<file path="src/rtl/pipe_pkg.sv">
// Shared pipeline-register types: stage state and occupancy encodings, reused
// by every inter-stage register (IF/ID, ID/EX, EX/MEM, MEM/WB).
package pipe_pkg;

  typedef enum logic [1:0] {
    ST_EMPTY = 2'd0,
    ST_BUSY  = 2'd1,
    ST_FULL  = 2'd2
  } state_t;

  localparam logic [1:0] OCC_EMPTY = 2'd0;
  localparam logic [1:0] OCC_BUSY  = 2'd1;
  localparam logic [1:0] OCC_FULL  = 2'd2;

  function automatic logic [1:0] occ_of(input state_t s);
    case (s)
      ST_BUSY: occ_of = OCC_BUSY;
      ST_FULL: occ_of = OCC_FULL;
      default: occ_of = OCC_EMPTY;
    endcase
  endfunction

endpackage

</file>
<file path="src/rtl/pipe_stage.sv">
// Two-entry skid-buffered pipeline register with registered ready/valid,
// flush, and a saturating count of downstream stall cycles.
module pipe_stage
  import pipe_pkg::*;
#(
  parameter int DATA_W     = 71,
  parameter int CNT_W      = 16,
  parameter bit CLEAR_DATA = 1'b1
) (
  input  logic              clk_i,
  input  logic              rst_i,
  input  logic              flush_i,
  input  logic              in_valid_i,
  input  logic [DATA_W-1:0] in_data_i,
  output logic              in_ready_o,
  output logic              out_valid_o,
  output logic [DATA_W-1:0] out_data_o,
  input  logic              out_ready_i,
  output logic [1:0]        occ_o,
  output logic [CNT_W-1:0]  stall_cnt_o
);

  function automatic logic [CNT_W-1:0] sat_inc(input logic [CNT_W-1:0] v);
    sat_inc = (&v) ? v : v + 1'b1;
  endfunction

  state_t            state;
  state_t            state_nxt;
  logic [DATA_W-1:0] main_q;
  logic [DATA_W-1:0] skid_q;
  logic              in_fire;
  logic              out_fire;
  logic              ld_main_in;
  logic              ld_main_skid;
  logic              ld_skid;

  assign out_data_o = main_q;

  always_comb begin
    in_fire      = in_valid_i & in_ready_o;
    out_fire     = out_valid_o & out_ready_i;
    state_nxt    = state;
    ld_main_in   = 1'b0;
    ld_main_skid = 1'b0;
    ld_skid      = 1'b0;
    case (state)
      ST_EMPTY: begin
        if (in_fire) begin
          ld_main_in = 1'b1;
          state_nxt  = ST_BUSY;
        end
      end
      ST_BUSY: begin
        if (in_fire && out_fire) begin
          ld_main_in = 1'b1;
        end else if (in_fire) begin
          ld_skid   = 1'b1;
          state_nxt = ST_FULL;
        end else if (out_fire) begin
          state_nxt = ST_EMPTY;
        end
      end
      ST_FULL: begin
        if (out_fire) begin
          ld_main_skid = 1'b1;
          state_nxt    = ST_BUSY;
        end
      end
      default: state_nxt = ST_EMPTY;
    endcase
    // Flush wins over any handshake in the same cycle; that cycle's input is dropped.
    if (flush_i) begin
      state_nxt    = ST_EMPTY;
      ld_main_in   = 1'b0;
      ld_main_skid = 1'b0;
      ld_skid      = 1'b0;
    end
  end

  // Control: state, registered handshake flags, occupancy, stall counter
  always_ff @(posedge clk_i) begin
    if (!rst_i) begin
      state       <= ST_EMPTY;
      out_valid_o <= 1'b0;
      in_ready_o  <= 1'b1;
      occ_o       <= OCC_EMPTY;
      stall_cnt_o <= '0;
    end else begin
      state       <= state_nxt;
      out_valid_o <= (state_nxt != ST_EMPTY);
      in_ready_o  <= (state_nxt != ST_FULL);
      occ_o       <= occ_of(state_nxt);
      if (out_valid_o && !out_ready_i && !flush_i)
        stall_cnt_o <= sat_inc(stall_cnt_o);
    end
  end

  // Payload: main feeds the output, skid catches the entry that arrives during a stall
  always_ff @(posedge clk_i) begin
    if (!rst_i || flush_i) begin
      if (CLEAR_DATA) begin
        main_q <= '0;
        skid_q <= '0;
      end
    end else begin
      if (ld_main_in)
        main_q <= in_data_i;
      else if (ld_main_skid)
        main_q <= skid_q;
      if (ld_skid)
        skid_q <= in_data_i;
    end
  end

endmodule

</file>
<file path="config.mk">
export PLATFORM = sky130hd
export DESIGN_NAME = pipe_stage
export DESIGN_NICKNAME = d
export VERILOG_FILES = /design/src/rtl/pipe_pkg.sv /design/src/rtl/pipe_stage.sv
export SDC_FILE = /design/constraint.sdc
export NUM_CORES = 1
export LEC_CHECK = 0
export ABC_AREA = 1
export CAP_MARGIN = 30
export CORE_ASPECT_RATIO = 1.2
export CORE_MARGIN = 8
export CORE_UTILIZATION = 50
export CTS_CLUSTER_SIZE = 10
export DETAILED_ROUTE_END_ITERATION = 6
export PLACE_DENSITY = 0.8
export SYNTH_ARGS = -nofsm -noshare
export SYNTH_HDL_FRONTEND = slang
export SYNTH_SLANG_ARGS = --single-unit
</file>
<file path="constraint.sdc">
create_clock -name clk_i -period 1.8 [get_ports clk_i]
set_clock_uncertainty 0.2 [all_clocks]
set_input_delay 0.36 -clock clk_i [delete_from_list [all_inputs] [get_ports clk_i]]
set_output_delay 0.36 -clock clk_i [all_outputs]
set_load 0.01 [all_outputs]
</file>
==> flow_summary.html, run 1 <==
<table>
<tr><th>Metric</th><th>Value</th></tr>
<tr><th colspan="2">Global routing</th></tr>
<tr><td>GR met2 Demand/Resource</td><td>33.9%</td></tr>
<tr><td>First-pass GRT wire length</td><td>a little under 30,000 um</td></tr>
<tr><td>Overall track demand over capacity in global routing</td><td>around a fifth</td></tr>
<tr><td>Met3 layer usage reported by global route</td><td>roughly 5.2%</td></tr>
<tr><td>Fraction of met1 tracks used by global routing</td><td>around 22%</td></tr>
<tr><td>Most used routing layer in global routing</td><td>met2</td></tr>
<tr><td>Maximum number of pins on one net before global-route repair</td><td>48</td></tr>
<tr><td>Antenna violations before repair</td><td>0</td></tr>
<tr><td>Number of global-route vias before repair</td><td>about 6.3k</td></tr>
<tr><td>Overall overflow remaining after global route</td><td>0</td></tr>
<tr><th colspan="2">Floorplanning</th></tr>
<tr><td>Starting density of the core</td><td>between 50 and 60%</td></tr>
<tr><td>Total Die Area</td><td>between 0.015 and 0.02 mm2</td></tr>
<tr><td>IO Count</td><td>167</td></tr>
<tr><td>Std-Cell Rows</td><td>48</td></tr>
<tr><td>Overall die height</td><td>around 150 um</td></tr>
<tr><td>Core Area</td><td>between 0.01 and 0.015 mm2</td></tr>
<tr><td>Die extent in x</td><td>approximately 130 um</td></tr>
<tr><th colspan="2">STA</th></tr>
<tr><td>Hold WS</td><td>around 270 ps</td></tr>
<tr><td>Max-Slew Margin vs Limit</td><td>roughly 80%</td></tr>
<tr><td>Final setup violation count</td><td>0</td></tr>
<tr><td>Final-report max-slew violation count</td><td>0</td></tr>
<tr><td>Fmax</td><td>about 580 MHz</td></tr>
<tr><td>Final hold violation count</td><td>0</td></tr>
<tr><td>Min cycle time layout</td><td>about 1700 ps</td></tr>
<tr><td>Final clock period utilization by the worst path</td><td>about 97%</td></tr>
<tr><td>Unrepaired setup endpoints after global routing</td><td>false</td></tr>
<tr><td>Smallest setup slack after layout</td><td>a little over 60 ps</td></tr>
<tr><td>Tightest Pin Transition</td><td>~300 ps</td></tr>
<tr><th colspan="2">Clock tree</th></tr>
<tr><td>Clock sink count</td><td>around 160</td></tr>
<tr><td>Number of buffers added by the clock tree synthesis step</td><td>17</td></tr>
<tr><td>Clock-pin transition on the worst setup and hold timing paths</td><td>60 ps</td></tr>
<tr><td>Root buf cell</td><td>clkbuf_16</td></tr>
<tr><td>TritonCTS clock tree</td><td>built</td></tr>
<tr><td>Deepest level of the CTS H-tree</td><td>4</td></tr>
<tr><td>Maximum clock path buffer count</td><td>2</td></tr>
<tr><td>Clock insertion delay at the later pin of the skew report</td><td>~420 ps</td></tr>
<tr><td>Hold-fix buffers, CTS</td><td>0</td></tr>
<tr><th colspan="2">Power</th></tr>
<tr><td>Total power after layout</td><td>approximately 8300 uW</td></tr>
<tr><td>Peak VDD IR</td><td>about 0.68 mV</td></tr>
<tr><td>Leakage</td><td>about 0.0042 uW</td></tr>
<tr><td>PwrDens</td><td>around 850 mW/mm2</td></tr>
<tr><th colspan="2">Final layout</th></tr>
<tr><td>Net count reported at finish</td><td>~1.1k</td></tr>
<tr><td>Area growth syn-to-layout</td><td>37.4%</td></tr>
<tr><td>Fraction of layout cells with a size suffix above 1</td><td>between 15 and 20%</td></tr>
<tr><td>N_diodes</td><td>0</td></tr>
<tr><th colspan="2">Drt</th></tr>
<tr><td>Drc violations</td><td>0</td></tr>
<tr><td>Wire length per cell</td><td>roughly 15 um</td></tr>
<tr><td>Post-route ant nets</td><td>0</td></tr>
<tr><td>Via total after detailed routing</td><td>between 6k and 7k</td></tr>
<tr><td>Mean number of vias per cell</td><td>5.14</td></tr>
<tr><td>Detailed Route Iter0 Violations</td><td>around 360</td></tr>
<tr><td>Drt total wl</td><td>18,500 um</td></tr>
<tr><td>First-pass iteration count of the detailed router</td><td>4</td></tr>
<tr><th colspan="2">Worst setup path</th></tr>
<tr><td>Worst Path Buf+Inv</td><td>2</td></tr>
<tr><td>Category of the worst setup path launch point</td><td>flop</td></tr>
<tr><td>Crit. Startpoint</td><td>stall_cnt_o[11]</td></tr>
<tr><td>Cell family with the largest share of critical-path delay</td><td>buffers and inverters</td></tr>
<tr><td>Startpoint of the lowest-slack register-to-register path</td><td>out_valid_o</td></tr>
<tr><td>Crit-path max FO</td><td>5</td></tr>
<tr><td>Required time worst endpoint</td><td>between 1000 and 1500 ps</td></tr>
<tr><td>Type of the worst setup path</td><td>flop to primary output</td></tr>
<tr><td>Worst-path cell chain</td><td>buf_4 &gt; dlygate4sd2_1</td></tr>
<tr><td>Peak per-stage delay on the critical path</td><td>about 350 ps</td></tr>
<tr><td>Data arrival at the endpoint of the critical path</td><td>1180 ps</td></tr>
<tr><td>Slowest cell on the critical path</td><td>dfxtp_2</td></tr>
<tr><td>Crit end category</td><td>primary output</td></tr>
<tr><th colspan="2">Yosys</th></tr>
<tr><td>Total nets after synthesis</td><td>950</td></tr>
<tr><td>Cells after Synth</td><td>between 800 and 900</td></tr>
<tr><td>Count of warnings emitted by yosys</td><td>0</td></tr>
<tr><td>Top cell types by occurrence after synthesis</td><td>166 x nor2_1, 164 x dfxtp_1, 157 x inv_1</td></tr>
<tr><td>Number of synthesized register bits</td><td>164</td></tr>
<tr><td>Netlist area before placement</td><td>0.00716 mm2</td></tr>
<tr><td>Adder-cell area share of the yosys netlist</td><td>less than 1%</td></tr>
<tr><td>Post-synthesis async set-or-reset flop share</td><td>0%</td></tr>
<tr><td>Simple-gate portion of the synthesized area</td><td>about 15%</td></tr>
<tr><td>Post-synthesis xor/xnor area fraction</td><td>0.734%</td></tr>
<tr><td>Fraction of synthesized area in multiplexers</td><td>0%</td></tr>
<tr><td>Cell with the most instances after synthesis</td><td>nor2_1</td></tr>
<tr><td>Seq/Total Area, Yosys</td><td>between 40% and 50%</td></tr>
<tr><td>Top area cells in the synthesized netlist</td><td>dfxtp_1 46%, a211oi_2 12%, nor2_1 8.7%, inv_1 8.2%, o22ai_1 6.2%</td></tr>
<tr><td>Compound-cell area share of the yosys netlist</td><td>25.3%</td></tr>
<tr><td>Top cell type's share of synthesized area</td><td>approximately 46%</td></tr>
<tr><td>Mean instance size in the synthesized netlist</td><td>around 8.2 um2</td></tr>
<tr><td>Most area-hungry cell type in the Yosys netlist</td><td>dfxtp_1</td></tr>
<tr><td>Synth cell types</td><td>28</td></tr>
<tr><td>Primary FF master, synth</td><td>dfxtp_1</td></tr>
<tr><td>Count of flip-flops with a built-in enable after synthesis</td><td>0</td></tr>
<tr><td>Main combinational cell family by area after synthesis</td><td>compound AO/OA/AOI/OAI gates</td></tr>
<tr><th colspan="2">Run</th></tr>
<tr><td>Number of max-capacitance violations reported</td><td>0</td></tr>
<tr><th colspan="2">Run status</th></tr>
<tr><td>Run status</td><td>finished clean</td></tr>
<tr><th colspan="2">Min path</th></tr>
<tr><td>Type of the most critical hold path</td><td>flop to flop</td></tr>
<tr><td>Min-delay src</td><td>skid_q[16]</td></tr>
<tr><th colspan="2">Place</th></tr>
<tr><td>Post-place setup slack</td><td>-332 ps</td></tr>
<tr><td>Placer congestion estimate</td><td>0.821</td></tr>
<tr><td>PortBufs</td><td>~170</td></tr>
<tr><td>Post-DP HPWL</td><td>12,400 um</td></tr>
</table>
power by group:
group	switching (uW)	total (uW)	internal, uW
registers	26.4	3710	3680
logic	382	743	361
clock network	1480	3860	2390
total	1880	8320	6430
stage by stage:
stage | cells | utilization (%) | area [um2] | TNS (ps)
3_3_place_gp | 1205 | 65.3 | 9260 | -40410
3_5_place_dp | 1205 | 65.3 | 9260 | -44360
4_1_cts | 1237 | 69.1 | 9790 | 0
5_1_grt | 1238 | 69.4 | 9830 | 0
2_1_floorplan | 873 | - | 7160 | 0
6_report | 1238 | 69.4 | 9830 | 0
metal layers:
metal	share of wire [%]	routed length, um
met5	0	0
met3	5.3	984
met4	2.9	543
met1	42	7720
met2	50	9220
worst register-to-register path, stage by stage, from the launching register on:
cell	delay, ps
dfxtp_1	410
nand2_2	110
nand2_2	120
nand3_2	130
nand2_1	100
inv_2	70
buf_12	170
a21oi_1	210
nor2_1	70
area by class of cell:
class,count,area [um2]
Clock inverter,9,141
Inverter,161,604
Sequential cell,164,3290
Tap cell,175,219
Clock buffer,23,498
Fill cell,1153,4340
Timing Repair Buffer,213,2110
Multi-Input combinational cell,493,2970
cells by family after synthesis:
group           count (synthesis)
simple gates                  255
compound gates                231
buf+inv                       216
flops                         164
xor+xnor                        6
fa+ha+maj                       1
layout by cell type, fill, tap and decap left out, types with 5 or more instances in the layout:
cell type	n
a211oi_2	70
a21oi_1	74
a21oi_2	11
buf_12	17
buf_4	30
clkbuf_16	17
clkbuf_8	5
clkdlybuf4s50_1	75
dfxtp_1	162
dlygate4sd2_1	91
inv_1	157
nand2_1	54
nand2_2	5
nand3_1	12
nand4_1	6
nor2_1	165
o22ai_1	71
flip-flops by register name, summed over array words and instances (netlist names):
signal	count
in_ready_o	1
occ_o	2
out_data_o	71
out_valid_o	1
skid_q	71
stall_cnt_o	16
state	2
path summary, 6_finish.rpt:
path	cells after the start	endpoint	slack [ps]
worst min-delay path	2	skid_q[16]	270
worst max-delay path	2	stall_cnt_o[11]	60
worst max register to register	8	out_data_o[13]	110
worst min register to register	2	skid_q[16]	270
repair_timing:
action | in CTS | in global routing
endpoints found under the setup margin | 102 | 18
resized for setup | 94 | 6
setup buffers | 0 | 1
pin swaps | 0 | 2
Note: power is estimated with default switching activity, not from simulation.
==> inputs of run 2 (changes only) <==
--- a/config.mk
+++ b/config.mk
@@ -12,6 +12,8 @@
 export CORE_UTILIZATION = 50
 export CTS_CLUSTER_SIZE = 10
 export DETAILED_ROUTE_END_ITERATION = 6
+export HOLD_SLACK_MARGIN = 0.12
+export MAX_ROUTING_LAYER = met4
 export PLACE_DENSITY = 0.8
 export SYNTH_ARGS = -nofsm -noshare
 export SYNTH_HDL_FRONTEND = slang
==> flow_summary.html, run 2 (synthesis gave the netlist of run 1 again) <==
<table>
<tr><th>Metric</th><th>Value</th></tr>
<tr><th colspan="2">Place</th></tr>
<tr><td>PortBufs</td><td>166 (unchanged)</td></tr>
<tr><td>Post-DP HPWL</td><td>12,400 um (unchanged)</td></tr>
<tr><td>Placer congestion estimate</td><td>0.831 (+1.2%)</td></tr>
<tr><td>Total placed instance area</td><td>0.00926 mm2 (unchanged)</td></tr>
<tr><th colspan="2">Final layout</th></tr>
<tr><td>N_diodes</td><td>0 (unchanged)</td></tr>
<tr><td>Area growth syn-to-layout</td><td>37.4% (unchanged)</td></tr>
<tr><td>Finished Cell Area</td><td>0.00983 mm2 (unchanged)</td></tr>
<tr><td>Highest-count cells in the layout ignoring fill and taps</td><td>165 x nor2_1, 162 x dfxtp_1, 157 x inv_1</td></tr>
<tr><td>Fraction of layout cells with a size suffix above 1</td><td>17.1% (unchanged)</td></tr>
<tr><td>Most common library cell in the layout ignoring fill and taps</td><td>nor2_1</td></tr>
<tr><td>Net count reported at finish</td><td>1,127 (unchanged)</td></tr>
<tr><th colspan="2">STA</th></tr>
<tr><td>Final hold violation count</td><td>0 (unchanged)</td></tr>
<tr><td>Min cycle time layout</td><td>1740 ps (+0.835 ps)</td></tr>
<tr><td>Hold WS</td><td>273 ps (+0.329 ps)</td></tr>
<tr><td>Unrepaired setup endpoints after global routing</td><td>false</td></tr>
<tr><td>Final clock period utilization by the worst path</td><td>96.6% (about the same)</td></tr>
<tr><td>Final-report max-slew violation count</td><td>0 (unchanged)</td></tr>
<tr><td>Max-Slew Margin vs Limit</td><td>80.2% (+0.17 points)</td></tr>
<tr><td>Final setup violation count</td><td>0 (unchanged)</td></tr>
<tr><td>Tightest Pin Transition</td><td>297 ps (-2.50 ps)</td></tr>
<tr><td>Fmax</td><td>575 MHz (about the same)</td></tr>
<tr><th colspan="2">Power</th></tr>
<tr><td>PwrDens</td><td>846 mW/mm2 (about the same)</td></tr>
<tr><td>Total power after layout</td><td>8320 uW (about the same)</td></tr>
<tr><td>Peak VDD IR</td><td>0.678 mV (-0.90%)</td></tr>
<tr><td>Leakage</td><td>0.00417 uW (unchanged)</td></tr>
<tr><th colspan="2">Floorplanning</th></tr>
<tr><td>Total Die Area</td><td>0.0184 mm2 (unchanged)</td></tr>
<tr><td>Core Area</td><td>0.0142 mm2 (unchanged)</td></tr>
<tr><td>Starting density of the core</td><td>50.5% (unchanged)</td></tr>
<tr><td>Die extent in x</td><td>125 um (unchanged)</td></tr>
<tr><td>IO Count</td><td>167 (unchanged)</td></tr>
<tr><td>Std-Cell Rows</td><td>48 (unchanged)</td></tr>
<tr><td>Overall die height</td><td>147 um (unchanged)</td></tr>
<tr><th colspan="2">Drt</th></tr>
<tr><td>Drt total wl</td><td>18,400 um (-0.19%)</td></tr>
<tr><td>Wire length per cell</td><td>14.9 um (-0.19%)</td></tr>
<tr><td>Detailed Route Iter0 Violations</td><td>372 (+3.6%)</td></tr>
<tr><td>Post-route ant nets</td><td>0 (unchanged)</td></tr>
<tr><td>Mean number of vias per cell</td><td>5.15 (+0.14%)</td></tr>
<tr><td>First-pass iteration count of the detailed router</td><td>5 (+1)</td></tr>
<tr><td>Drc violations</td><td>0 (unchanged)</td></tr>
<tr><td>Via total after detailed routing</td><td>6,376 (+0.14%)</td></tr>
<tr><th colspan="2">Worst setup path</th></tr>
<tr><td>Number of cells traversed by the worst register-to-register path</td><td>8 (unchanged)</td></tr>
<tr><td>Required time worst endpoint</td><td>1240 ps (about the same)</td></tr>
<tr><td>Crit-path max FO</td><td>3 (-2)</td></tr>
<tr><td>Crit end category</td><td>primary output</td></tr>
<tr><td>Reg-to-reg slack, setup</td><td>120 ps (about the same)</td></tr>
<tr><td>Startpoint of the lowest-slack register-to-register path</td><td>out_valid_o</td></tr>
<tr><td>Category of the worst setup path launch point</td><td>flop</td></tr>
<tr><td>Type of the worst setup path</td><td>flop to primary output</td></tr>
<tr><td>Data arrival at the endpoint of the critical path</td><td>1180 ps (about the same)</td></tr>
<tr><td>RR Endpoint</td><td>out_data_o[13]</td></tr>
<tr><th colspan="2">Clock tree</th></tr>
<tr><td>Number of buffers added by the clock tree synthesis step</td><td>17 (unchanged)</td></tr>
<tr><td>Clock sink count</td><td>164 (unchanged)</td></tr>
<tr><td>Maximum clock path buffer count</td><td>2 (unchanged)</td></tr>
<tr><td>Deepest level of the CTS H-tree</td><td>4 (unchanged)</td></tr>
<tr><td>Clock-pin transition on the worst setup and hold timing paths</td><td>60 ps (about the same)</td></tr>
<tr><td>Root buf cell</td><td>clkbuf_16</td></tr>
<tr><td>Clock insertion delay at the later pin of the skew report</td><td>420 ps (about the same)</td></tr>
<tr><td>TritonCTS clock tree</td><td>built</td></tr>
<tr><th colspan="2">Min path</th></tr>
<tr><td>Hold-critical path endpoint</td><td>skid_q[16]</td></tr>
<tr><td>Hold-critical path depth</td><td>2 (unchanged)</td></tr>
<tr><td>Type of the most critical hold path</td><td>flop to flop</td></tr>
<tr><td>Min-delay src</td><td>skid_q[16]</td></tr>
<tr><th colspan="2">Global routing</th></tr>
<tr><td>Antenna violations before repair</td><td>0 (unchanged)</td></tr>
<tr><td>First-pass GRT wire length</td><td>29,700 um (about the same)</td></tr>
<tr><td>Overall overflow remaining after global route</td><td>0 (unchanged)</td></tr>
<tr><td>Number of global-route vias before repair</td><td>6,290 (+0.16%)</td></tr>
<tr><td>Overall track demand over capacity in global routing</td><td>20.2% (+0.57 points)</td></tr>
<tr><td>Maximum number of pins on one net before global-route repair</td><td>48 (unchanged)</td></tr>
<tr><th colspan="2">Run</th></tr>
<tr><td>Number of max-capacitance violations reported</td><td>0 (unchanged)</td></tr>
<tr><th colspan="2">Run status</th></tr>
<tr><td>Run status</td><td>finished clean</td></tr>
</table>
run 2: cell counts in the layout (fill, tap and decap cells not counted):
Identical to the previous run, type by type.
run 2: layer usage:
metal  vias to the layer above  GRT usage (%)  part of all wire (%)
met5                         -              -                     0
met3                        38           4.75                   4.4
met2                       164           33.9                    51
li1                       3198              -                     -
met1                      2976           22.1                    42
met4                         0           10.4                   2.7
run 2: cell type report:
type,count,area (um2)
fill,1153,4340
clock inverter,9,141
sequential,164,3290
timing repair buffer,213,2110
inverter,161,604
multi-input combinational,493,2970
tap,175,219
clock buffer,23,498
run 2: worst max-delay path, stage by stage, from the launching register on:
cell,delay (ps)
dfxtp_1,360
buf_4,140
dlygate4sd2_1,270
run 2: how the worst max path moves through the flow:
stage,start,endpoint
finish,stall_cnt_o[8],stall_cnt_o[8]
global route,out_ready_i,out_data_o[63]
CTS,stall_cnt_o[8],stall_cnt_o[8]
detailed placement,out_ready_i,out_data_o[28]
global placement,out_ready_i,out_data_o[53]
floorplan,stall_cnt_o[0],stall_cnt_o[10]
run 2: through the flow:
step	util (%)	TNS [ps]	setup WS, ps	instances
floorplan	-	0	105	873
global placement	65.3	-40410	-298	1205
detailed placement	65.3	-44360	-332	1205
CTS	69.1	0	38.9	1237
global route	69.4	0	5.15	1238
finish	69.4	0	60.3	1238
run 2: power by group:
group / internal [uW] / switching (uW) / total, uW
combinational: 361 / 382 / 743
clock: 2390 / 1480 / 3870
sequential: 3680 / 26.4 / 3710
total: 6430 / 1880 / 8320
run 2: what timing repair did:
item | CTS | global route
gates resized for setup | 94 | 6
gates cloned | 0 | 0
setup buffers | 0 | 1
setup endpoints to repair | 102 | 18
hold buffers | 0 | 0
hold endpoints to repair | 0 | 0
pin swaps | 0 | 2
==> inputs of run 3 (changes only) <==
--- a/config.mk
+++ b/config.mk
@@ -14,7 +14,7 @@
 export DETAILED_ROUTE_END_ITERATION = 6
 export HOLD_SLACK_MARGIN = 0.12
 export MAX_ROUTING_LAYER = met4
-export PLACE_DENSITY = 0.8
+export PLACE_DENSITY = 0.77
 export SYNTH_ARGS = -nofsm -noshare
 export SYNTH_HDL_FRONTEND = slang
 export SYNTH_SLANG_ARGS = --single-unit
==> flow_summary.html, run 3 (synthesis gave the netlist of run 1 again) <==
<table>
<tr><th>Metric</th><th>Value</th></tr>
<tr><th colspan="2">STA</th></tr>
<tr><td>Hold WS</td><td>272 ps (-0.653 ps)</td></tr>
<tr><td>Fmax</td><td>577 MHz (+0.42%)</td></tr>
<tr><td>Final setup violation count</td><td>0 (unchanged)</td></tr>
<tr><td>Smallest setup slack after layout</td><td>67.6 ps (+7.24 ps)</td></tr>
<tr><td>Min cycle time layout</td><td>1730 ps (-7.24 ps)</td></tr>
<tr><td>Final clock period utilization by the worst path</td><td>96.2% (-0.40 points)</td></tr>
<tr><td>Final-report max-slew violation count</td><td>0 (unchanged)</td></tr>
<tr><td>Max-Slew Margin vs Limit</td><td>77.1% (-3.1 points)</td></tr>
<tr><td>Final hold violation count</td><td>0 (unchanged)</td></tr>
<tr><td>Total negative slack for setup checks</td><td>0 ps (unchanged)</td></tr>
<tr><td>Tightest Pin Transition</td><td>342 ps (+44.9 ps)</td></tr>
<tr><td>Unrepaired setup endpoints after global routing</td><td>false</td></tr>
<tr><th colspan="2">Final layout</th></tr>
<tr><td>Area growth syn-to-layout</td><td>37.7%</td></tr>
<tr><td>Net count reported at finish</td><td>1,136 (+0.80%)</td></tr>
<tr><td>Finished Cell Area</td><td>0.00985 mm2 (+0.22%)</td></tr>
<tr><td>Core utilization of the finished layout</td><td>69.5% (+0.15 points)</td></tr>
<tr><td>Fraction of layout cells with a size suffix above 1</td><td>17.5% (+0.42 points)</td></tr>
<tr><td>Filler Cell Count</td><td>1,167 (+1.2%)</td></tr>
<tr><td>Most common library cell in the layout ignoring fill and taps</td><td>nor2_1</td></tr>
<tr><td>Highest-count cells in the layout ignoring fill and taps</td><td>165 x nor2_1, 161 x dfxtp_1, 157 x inv_1</td></tr>
<tr><td>N_diodes</td><td>0 (unchanged)</td></tr>
<tr><th colspan="2">Floorplanning</th></tr>
<tr><td>Die extent in x</td><td>125 um (unchanged)</td></tr>
<tr><td>Total Die Area</td><td>0.0184 mm2 (unchanged)</td></tr>
<tr><td>Starting density of the core</td><td>50.5% (unchanged)</td></tr>
<tr><td>Overall die height</td><td>147 um (unchanged)</td></tr>
<tr><td>IO Count</td><td>167 (unchanged)</td></tr>
<tr><td>Std-Cell Rows</td><td>48 (unchanged)</td></tr>
<tr><td>Core Area</td><td>0.0142 mm2 (unchanged)</td></tr>
<tr><th colspan="2">Place</th></tr>
<tr><td>PortBufs</td><td>166 (unchanged)</td></tr>
<tr><td>Post-DP HPWL</td><td>12,500 um (+0.42%)</td></tr>
<tr><td>Total placed instance area</td><td>0.00931 mm2 (+0.54%)</td></tr>
<tr><td>Placer congestion estimate</td><td>0.770 (-7.3%)</td></tr>
<tr><td>Post-place setup slack</td><td>-303 ps (+29.2 ps)</td></tr>
<tr><th colspan="2">Clock tree</th></tr>
<tr><td>Clock sink count</td><td>164 (unchanged)</td></tr>
<tr><td>Deepest level of the CTS H-tree</td><td>4 (unchanged)</td></tr>
<tr><td>Clock-pin transition on the worst setup and hold timing paths</td><td>60 ps (about the same)</td></tr>
<tr><td>TritonCTS clock tree</td><td>built</td></tr>
<tr><td>Clock insertion delay at the later pin of the skew report</td><td>420 ps (about the same)</td></tr>
<tr><td>Number of buffers added by the clock tree synthesis step</td><td>17 (unchanged)</td></tr>
<tr><td>Root buf cell</td><td>clkbuf_16</td></tr>
<tr><td>Maximum clock path buffer count</td><td>2 (unchanged)</td></tr>
<tr><th colspan="2">Drt</th></tr>
<tr><td>Mean number of vias per cell</td><td>5.04 (-2.0%)</td></tr>
<tr><td>First-pass iteration count of the detailed router</td><td>4 (-1)</td></tr>
<tr><td>Drt total wl</td><td>18,100 um (-1.6%)</td></tr>
<tr><td>Drc violations</td><td>0 (unchanged)</td></tr>
<tr><td>Post-route ant nets</td><td>0 (unchanged)</td></tr>
<tr><td>Via total after detailed routing</td><td>6,291 (-1.3%)</td></tr>
<tr><td>Wire length per cell</td><td>14.5 um (-2.4%)</td></tr>
<tr><td>Detailed Route Iter0 Violations</td><td>393 (+5.6%)</td></tr>
<tr><th colspan="2">Global routing</th></tr>
<tr><td>First-pass GRT wire length</td><td>30,100 um (+1.3%)</td></tr>
<tr><td>Maximum number of pins on one net before global-route repair</td><td>43 (-10%)</td></tr>
<tr><td>Overall overflow remaining after global route</td><td>0 (unchanged)</td></tr>
<tr><td>Antenna violations before repair</td><td>0 (unchanged)</td></tr>
<tr><td>Overall track demand over capacity in global routing</td><td>20.4% (+0.21 points)</td></tr>
<tr><td>Number of global-route vias before repair</td><td>6,167 (-2.0%)</td></tr>
<tr><th colspan="2">Run status</th></tr>
<tr><td>Run status</td><td>finished clean</td></tr>
<tr><th colspan="2">Worst setup path</th></tr>
<tr><td>Crit end category</td><td>primary output</td></tr>
<tr><td>Data arrival at the endpoint of the critical path</td><td>1170 ps (about the same)</td></tr>
<tr><td>Type of the worst setup path</td><td>flop to primary output</td></tr>
<tr><td>Required time worst endpoint</td><td>1240 ps (about the same)</td></tr>
<tr><td>Crit-path max FO</td><td>5 (+2)</td></tr>
<tr><td>Category of the worst setup path launch point</td><td>flop</td></tr>
<tr><th colspan="2">Power</th></tr>
<tr><td>PwrDens</td><td>848 mW/mm2 (+0.24%)</td></tr>
<tr><td>Peak VDD IR</td><td>0.485 mV (-28%)</td></tr>
<tr><td>Leakage</td><td>0.00419 uW (+0.48%)</td></tr>
<tr><th colspan="2">Min path</th></tr>
<tr><td>Type of the most critical hold path</td><td>flop to flop</td></tr>
<tr><th colspan="2">Run</th></tr>
<tr><td>Number of max-capacitance violations reported</td><td>0 (unchanged)</td></tr>
</table>
==> run 3: changes by cell type in the layout (fill, tap and decap cells not counted), moves of 2 or more <==
cell,delta
a21oi_1,+2
buf_4,+11
buf_12,-3
nor2_4,-2
a21oi_2,-2
clkbuf_8,-2
nor2_2,+2
==> run 3: per-stage QoR <==
| step | std cells | total power [uW] |
|---|---|---|
| after floorplan | 873 | 4150 |
| after CTS | 1247 | 8430 |
| after detailed placement | 1215 | 4560 |
| after global placement | 1215 | 4550 |
| after global routing | 1247 | 8650 |
| final | 1247 | 8360 |
==> run 3: path summary, 6_finish.rpt <==
check,startpoint,endpoint,slack (ps),depth (start not counted)
worst min register to register,skid_q[16],skid_q[16],270,2
worst max-delay path,stall_cnt_o[11],stall_cnt_o[11],70,2
worst min-delay path,skid_q[16],skid_q[16],270,2
worst max register to register,stall_cnt_o[0],stall_cnt_o[2],120,7
==> run 3: layer usage <==
metal	GRT usage, %	share of wire, %	wire length, um	up-vias
met5	-	0	0	-
met4	7.08	1.7	313	0
met3	6.06	5.8	1050	26
met2	33.9	49	8960	146
met1	23.0	43	7810	2902
li1	-	-	-	3217
==> run 3: power breakdown <==
part,leakage [uW],total (uW),switching (uW),internal (uW)
Clock,0.000313,3900,1450,2450
Sequential,0.00133,3710,25.4,3680
Combinational,0.00255,743,381,362
Total,0.00419,8360,1860,6500
==> run 3: what timing repair did <==
item / in CTS / in global routing
endpoints found under the setup margin: 98 / 4
pin swaps: 0 / 1
hold endpoints to repair: 0 / 0
gates cloned: 0 / 0
hold buffers: 0 / 0
resized for setup: 95 / 3
setup buffers: 0 / 0
==> run 3: layout make-up <==
cell class                      instances  area [um2]  area share (%)
Clock buffer                           22         474            4.81
Clock inverter                         10         170            1.73
Inverter                              161         604            6.13
Multi-Input combinational cell        493        2950            30.0
Sequential cell                       164        3290            33.4
Tap cell                              175         219            2.22
Timing Repair Buffer                  222        2150            21.8
==> run 3: worst max-delay path: stages, from the launching register on <==
cell and delay [ps]:
dfxtp_2 340, buf_4 140, dlygate4sd2_1 280
